`src/rtl/empaquetador_byte.sv`:
```
// Packs four 2-bit symbols MSB-first into bytes and queues them in a FWFT FIFO of DEPTH entries.
// Optional macro PARIDAD_EN adds a stored even-parity bit per entry, presented on parity_out.
module empaquetador_byte #(
    parameter int DEPTH = 4
) (
    input  logic       clk,
    input  logic       reset_L,
    input  logic [1:0] data_in,
    input  logic       valid_in,
    input  logic       pop,
    output logic [7:0] data_out,
    output logic       valid_out,
    output logic       full,
    output logic       empty,
    output logic       overflow
`ifdef PARIDAD_EN
    ,
    output logic       parity_out
`endif
);

    localparam int AW = (DEPTH > 1) ? $clog2(DEPTH) : 1;
    localparam int CW = AW + 1;
    localparam logic [CW-1:0] DEPTH_C = CW'(DEPTH);
`ifdef PARIDAD_EN
    localparam int EW = 9;
`else
    localparam int EW = 8;
`endif

    localparam logic [0:0] ESPERA  = 1'b0;
    localparam logic [0:0] ACUMULA = 1'b1;

    logic [0:0]    state_q, state_d;
    logic [1:0]    cnt_q, cnt_d;
    logic [5:0]    part_q, part_d;
    logic [AW-1:0] wr_ptr_q, wr_ptr_d;
    logic [AW-1:0] rd_ptr_q, rd_ptr_d;
    logic [CW-1:0] count_q, count_d;
    logic          overflow_q, overflow_d;
    logic [EW-1:0] mem_q [DEPTH];

    logic          byte_done;
    logic          do_pop;
    logic          do_push;
    logic [7:0]    new_byte;
    logic [EW-1:0] new_entry;
    logic [EW-1:0] head;

    // The first three symbols live in part_q; the fourth joins straight from data_in.
    assign new_byte  = {part_q, data_in};
`ifdef PARIDAD_EN
    assign new_entry = {^new_byte, new_byte};
`else
    assign new_entry = new_byte;
`endif

    always_comb begin
        state_d    = state_q;
        cnt_d      = cnt_q;
        part_d     = part_q;
        wr_ptr_d   = wr_ptr_q;
        rd_ptr_d   = rd_ptr_q;
        count_d    = count_q;
        overflow_d = overflow_q;

        byte_done = valid_in && (cnt_q == 2'd3);
        do_pop    = pop && (count_q != '0);
        // A full FIFO still takes the new byte when the head leaves on the same edge.
        do_push   = byte_done && ((count_q != DEPTH_C) || do_pop);

        if (valid_in) begin
            cnt_d  = cnt_q + 2'd1;
            part_d = byte_done ? '0 : {part_q[3:0], data_in};
            case (state_q)
                ESPERA:  state_d = ACUMULA;
                ACUMULA: if (byte_done) state_d = ESPERA;
                default: state_d = ESPERA;
            endcase
        end

        if (byte_done && !do_push) overflow_d = 1'b1;

        if (do_push) wr_ptr_d = wr_ptr_q + 1'b1;
        if (do_pop)  rd_ptr_d = rd_ptr_q + 1'b1;

        case ({do_push, do_pop})
            2'b10:   count_d = count_q + 1'b1;
            2'b01:   count_d = count_q - 1'b1;
            default: count_d = count_q;
        endcase
    end

    always_ff @(posedge clk) begin
        if (!reset_L) begin
            state_q    <= ESPERA;
            cnt_q      <= '0;
            part_q     <= '0;
            wr_ptr_q   <= '0;
            rd_ptr_q   <= '0;
            count_q    <= '0;
            overflow_q <= 1'b0;
        end else begin
            state_q    <= state_d;
            cnt_q      <= cnt_d;
            part_q     <= part_d;
            wr_ptr_q   <= wr_ptr_d;
            rd_ptr_q   <= rd_ptr_d;
            count_q    <= count_d;
            overflow_q <= overflow_d;
            if (do_push) mem_q[wr_ptr_q] <= new_entry;
        end
    end

    assign head      = mem_q[rd_ptr_q];
    assign empty     = (count_q == '0);
    assign full      = (count_q == DEPTH_C);
    assign valid_out = !empty;
    assign overflow  = overflow_q;
    assign data_out  = empty ? 8'h00 : head[7:0];
`ifdef PARIDAD_EN
    assign parity_out = empty ? 1'b0 : head[8];
`endif

endmodule

```
`config.mk`:
```
export PLATFORM = sky130hd
export DESIGN_NAME = empaquetador_byte
export DESIGN_NICKNAME = d
export VERILOG_FILES = /design/src/rtl/empaquetador_byte.sv
export SDC_FILE = /design/constraint.sdc
export NUM_CORES = 1
export LEC_CHECK = 0
export ABC_CLOCK_PERIOD_IN_PS = 2370
export BUFFER_PORTS_ARGS = -buffer_cell sky130_fd_sc_hd__buf_2
export CORE_MARGIN = 5
export CORE_UTILIZATION = 44
export CTS_CLUSTER_DIAMETER = 80
export DETAILED_ROUTE_END_ITERATION = 10
export GPL_TIMING_DRIVEN = 0
export PLACE_DENSITY_LB_ADDON = 0.2
export SYNTH_ARGS = -nofsm -noshare
export SYNTH_HDL_FRONTEND = slang
export SYNTH_SLANG_ARGS = --single-unit
export TNS_END_PERCENT = 100
```
`constraint.sdc`:
```
create_clock -name clk -period 2.37 [get_ports clk]
set_input_delay 0.3555 -clock clk [delete_from_list [all_inputs] [get_ports clk]]
set_output_delay 0.3555 -clock clk [all_outputs]
set_load 0.005 [all_outputs]
```
==> metrics.log <==
INFO  metric status = finished, final reports clean
INFO  metric hold_violations = 0
INFO  metric post_route_antenna_net_violation_count = 0
INFO  metric clock_latency = 0.29 ns
INFO  metric nNetsFinal = 188
INFO  metric pin_count_of_the_biggest_net_entering_global_routing = 16
INFO  metric final.period_utilization = 96.9%
INFO  metric proportion_of_power_drawn_by_flip_flops_and_latches = 57.8%
INFO  metric worstSetupPathType = flop to flop
INFO  metric detailedPlacementHpwl = 2430 µm
INFO  metric yosys_register_bits = 50
INFO  metric register_area_share_after_synthesis = 62.4%
INFO  metric clockRootBuffer = sky130_fd_sc_hd__clkbuf_8
INFO  metric actual_transition_at_the_worst_max_transition_pin = 0.569 ns
INFO  metric slew_headroom = 62.1%
INFO  metric p_sw = 397 µW
INFO  metric main_area_contributors_after_synthesis = sky130_fd_sc_hd__edfxtp_1 45%, sky130_fd_sc_hd__dfxtp_1 17%, sky130_fd_sc_hd__mux4_2 8.5%, sky130_fd_sc_hd__and2_1 6.5%, sky130_fd_sc_hd__ha_1 3.0%
INFO  metric placed_cell_area = 0.00226 mm²
INFO  metric worstReg2RegStart = cnt_q[0]
INFO  metric detailedRoute.firstPassIterationCount = 4
INFO  metric static-leakage-power = 0.000879 µW
INFO  metric detail_route.iter0.violations = 33
INFO  metric floorplan.initialDensity = 45.1%
INFO  metric design.portCount = 18
INFO  metric synth_area_leader_cell = sky130_fd_sc_hd__edfxtp_1
INFO  metric totalWireLength = 3620 µm
INFO  metric cp.required = 2.56 ns
INFO  metric core_area = 0.00469 mm²
INFO  metric synthesis.nets = 164
INFO  metric vdd_ir_drop_max = 385 µV
INFO  metric multi_input_comb_area = 732 µm²
INFO  metric power_density = 699 mW/mm²
INFO  metric hold_buffers = 0
INFO  metric drv_slew = 0
INFO  metric synth_top_area_share = 45.4%
INFO  metric die_h = 79.3 µm
INFO  metric layout_overhead_on_the_synthesized_area = 12.6%
INFO  metric detail_route.wl_per_cell = 15.7 µm
INFO  metric synthesis.area = 0.00212 mm²
INFO  metric portBuffers = 16
INFO  metric switching_share = 23.8%
INFO  metric num-fill-cells = 410
INFO  metric cts.clk_slew.worst_paths = 0.09 ns
INFO  metric crit_start = cnt_q[0]
INFO  metric cts_tree = done
INFO  metric synth_cells = 152
INFO  metric total_via_count_after_detailed_routing = 1202
INFO  metric cp_endpoint_kind = flop
INFO  metric critPathMaxFanout = 9
INFO  metric holdCritStartpoint = data_in[0]
INFO  metric finish.instance_area = 0.00238 mm²
INFO  metric drc = 0
INFO  metric synthDistinctLibCells = 32
INFO  metric skew = 0.00440 ns
INFO  metric final.setup.tns = 0 ns
INFO  metric maxCapViolations = 0
INFO  metric htree_num_levels = 2
INFO  metric fp-row-count = 25
INFO  metric power_frac_comb = 13.6%
INFO  metric vias_in_the_first_global_route = 1240
INFO  metric final_layout_size_suffix_gt1_share = 24.3%
INFO  metric area.sequential = 0.00132 mm²
INFO  metric wire_length_of_the_first_global_routing_pass = 6130 µm
INFO  metric grt_use_total = 12.9%
INFO  metric avgSynthCellArea = 13.9 µm²
INFO  metric routabilityCongestion = 0.707
INFO  metric worst_setup_path_start_kind = flop
INFO  metric final.min_clock_period = 2.30 ns
INFO  metric clockBufferDepth = 2
INFO  metric total_power = 1660 µW
INFO  metric clkPwrFrac = 28.6%
INFO  metric cts_made_buffers = 5
INFO  metric chipWidth = 79.3 µm
INFO  metric power.internal = 1270 µW
INFO  metric overflow = 0
INFO  metric achievable-frequency = 435 MHz
INFO  metric floorplan.die_area = 0.00630 mm²
INFO  metric critical_path_arrival = 2.49 ns
INFO  metric number_of_clock_sinks = 50
INFO  metric setup_viol = 0
INFO  metric yosysWarnings = 0
INFO  metric vias_per_cell = 5.20
INFO  metric hold_path_class = input port to flop
INFO  metric diodes = 0
INFO  metric grt_antenna_before_repair = 0
-- worst max-delay path: stages (launching register included) --
cell	delay, ns
sky130_fd_sc_hd__dfxtp_1	0.33
sky130_fd_sc_hd__ha_1	0.19
sky130_fd_sc_hd__buf_4	0.17
sky130_fd_sc_hd__a21boi_4	0.18
sky130_fd_sc_hd__nand2_2	0.08
sky130_fd_sc_hd__fa_2	0.40
sky130_fd_sc_hd__or3_4	0.38
sky130_fd_sc_hd__and3_1	0.19
sky130_fd_sc_hd__o31a_1	0.26
-- through the flow --
stage               worst slack, ns  hold WS (ns)  util, %  instances
floorplan                    0.0673         0.454        -        152
global placement             -0.107         0.446     48.2        222
detailed placement           -0.202         0.451     48.2        222
CTS                          0.0261         0.279     50.1        229
global route             -0.0000371         0.281     50.8        231
finish                       0.0727         0.289     50.8        231
-- final cells by class --
type | instances | share of cell area, %
clock buffer | 6 | 3.05
tap | 54 | 2.84
sequential | 50 | 55.5
multi-input combinational | 82 | 30.7
inverter | 12 | 1.89
timing repair buffer | 18 | 3.99
buffer | 7 | 1.47
clock inverter | 2 | 0.578
-- state kept, by name, summed over array words and instances, names as in the netlist, named ones only --
| name | cells |
|---|---|
| cnt_q | 2 |
| overflow | 1 |
| part_q | 6 |
| count_q | 3 |
| mem_q | 32 |
| rd_ptr_q | 2 |
| wr_ptr_q | 2 |
-- repair_timing --
action,CTS,global route
setup buffers,0,2
endpoints found under the setup margin,1,1
gates resized for setup,2,4
pin swaps,0,1
-- logic make-up (layout without fill, tap and decap cells) --
family / after synthesis / after routing / synth area share [%]
mux: 11 / 11 / 9.93
fa+ha+maj: 6 / 6 / 3.90
flops: 50 / 50 / 62.4
buf+inv: 20 / 45 / 3.96
compound gates: 12 / 12 / 4.14
xor+xnor: 5 / 5 / 2.07
simple gates: 48 / 48 / 13.5
-- synthesized netlist by cell type (all sizes together) --
master,n
a21boi,1
a21oi,1
a32oi,1
and2,22
and3,5
buf,3
clkbuf,5
dfxtp,18
edfxtp,32
fa,1
ha,5
inv,12
mux2i,3
mux4,8
nand2,9
nand3,2
nor2,1
nor2b,2
nor3,1
nor4,1
nor4b,1
o21a,1
o21ai,1
o22ai,6
o31a,1
or3,2
or3b,2
xnor2,4
xor2,1
-- layout by cell type, fill, tap and decap left out, types with 3 or more instances in the layout --
cell type	count
sky130_fd_sc_hd__and2_1	22
sky130_fd_sc_hd__and3_1	5
sky130_fd_sc_hd__buf_2	17
sky130_fd_sc_hd__buf_4	4
sky130_fd_sc_hd__clkbuf_1	5
sky130_fd_sc_hd__clkbuf_8	5
sky130_fd_sc_hd__dfxtp_1	18
sky130_fd_sc_hd__edfxtp_1	32
sky130_fd_sc_hd__ha_1	5
sky130_fd_sc_hd__inv_1	12
sky130_fd_sc_hd__mux2i_1	3
sky130_fd_sc_hd__mux4_2	8
sky130_fd_sc_hd__nand2_1	8
sky130_fd_sc_hd__o22ai_1	6
sky130_fd_sc_hd__xnor2_1	4
-- per-layer routing --
layer  up-vias  GRT usage, %  part of all wire [%]  routed length, µm
met2        20          22.1                    51               1830
li1        586             -                     -                  -
met3         4          3.51                   3.6                131
met4         0          4.12                   1.2                 44
met1       592          15.7                    44               1610
met5         -             0                     0                  0
-- path summary, 6_finish.rpt --
path	endpoint	slack, ns	cells past startpoint
setup / recovery	count_q[2]	0.07	8
hold / removal	mem_q[2][0]	0.29	1
setup reg to reg	count_q[2]	0.07	8
hold reg to reg	overflow	0.47	1
-- power groups by stage --
stage	combinational [µW]	clock, µW	sequential (µW)
floorplan	156	0	976
detailed placement	230	0	981
CTS	229	490	962
global placement	224	0	979
global route	257	526	966
finish	227	476	962
(Power assumes the default switching activity.)
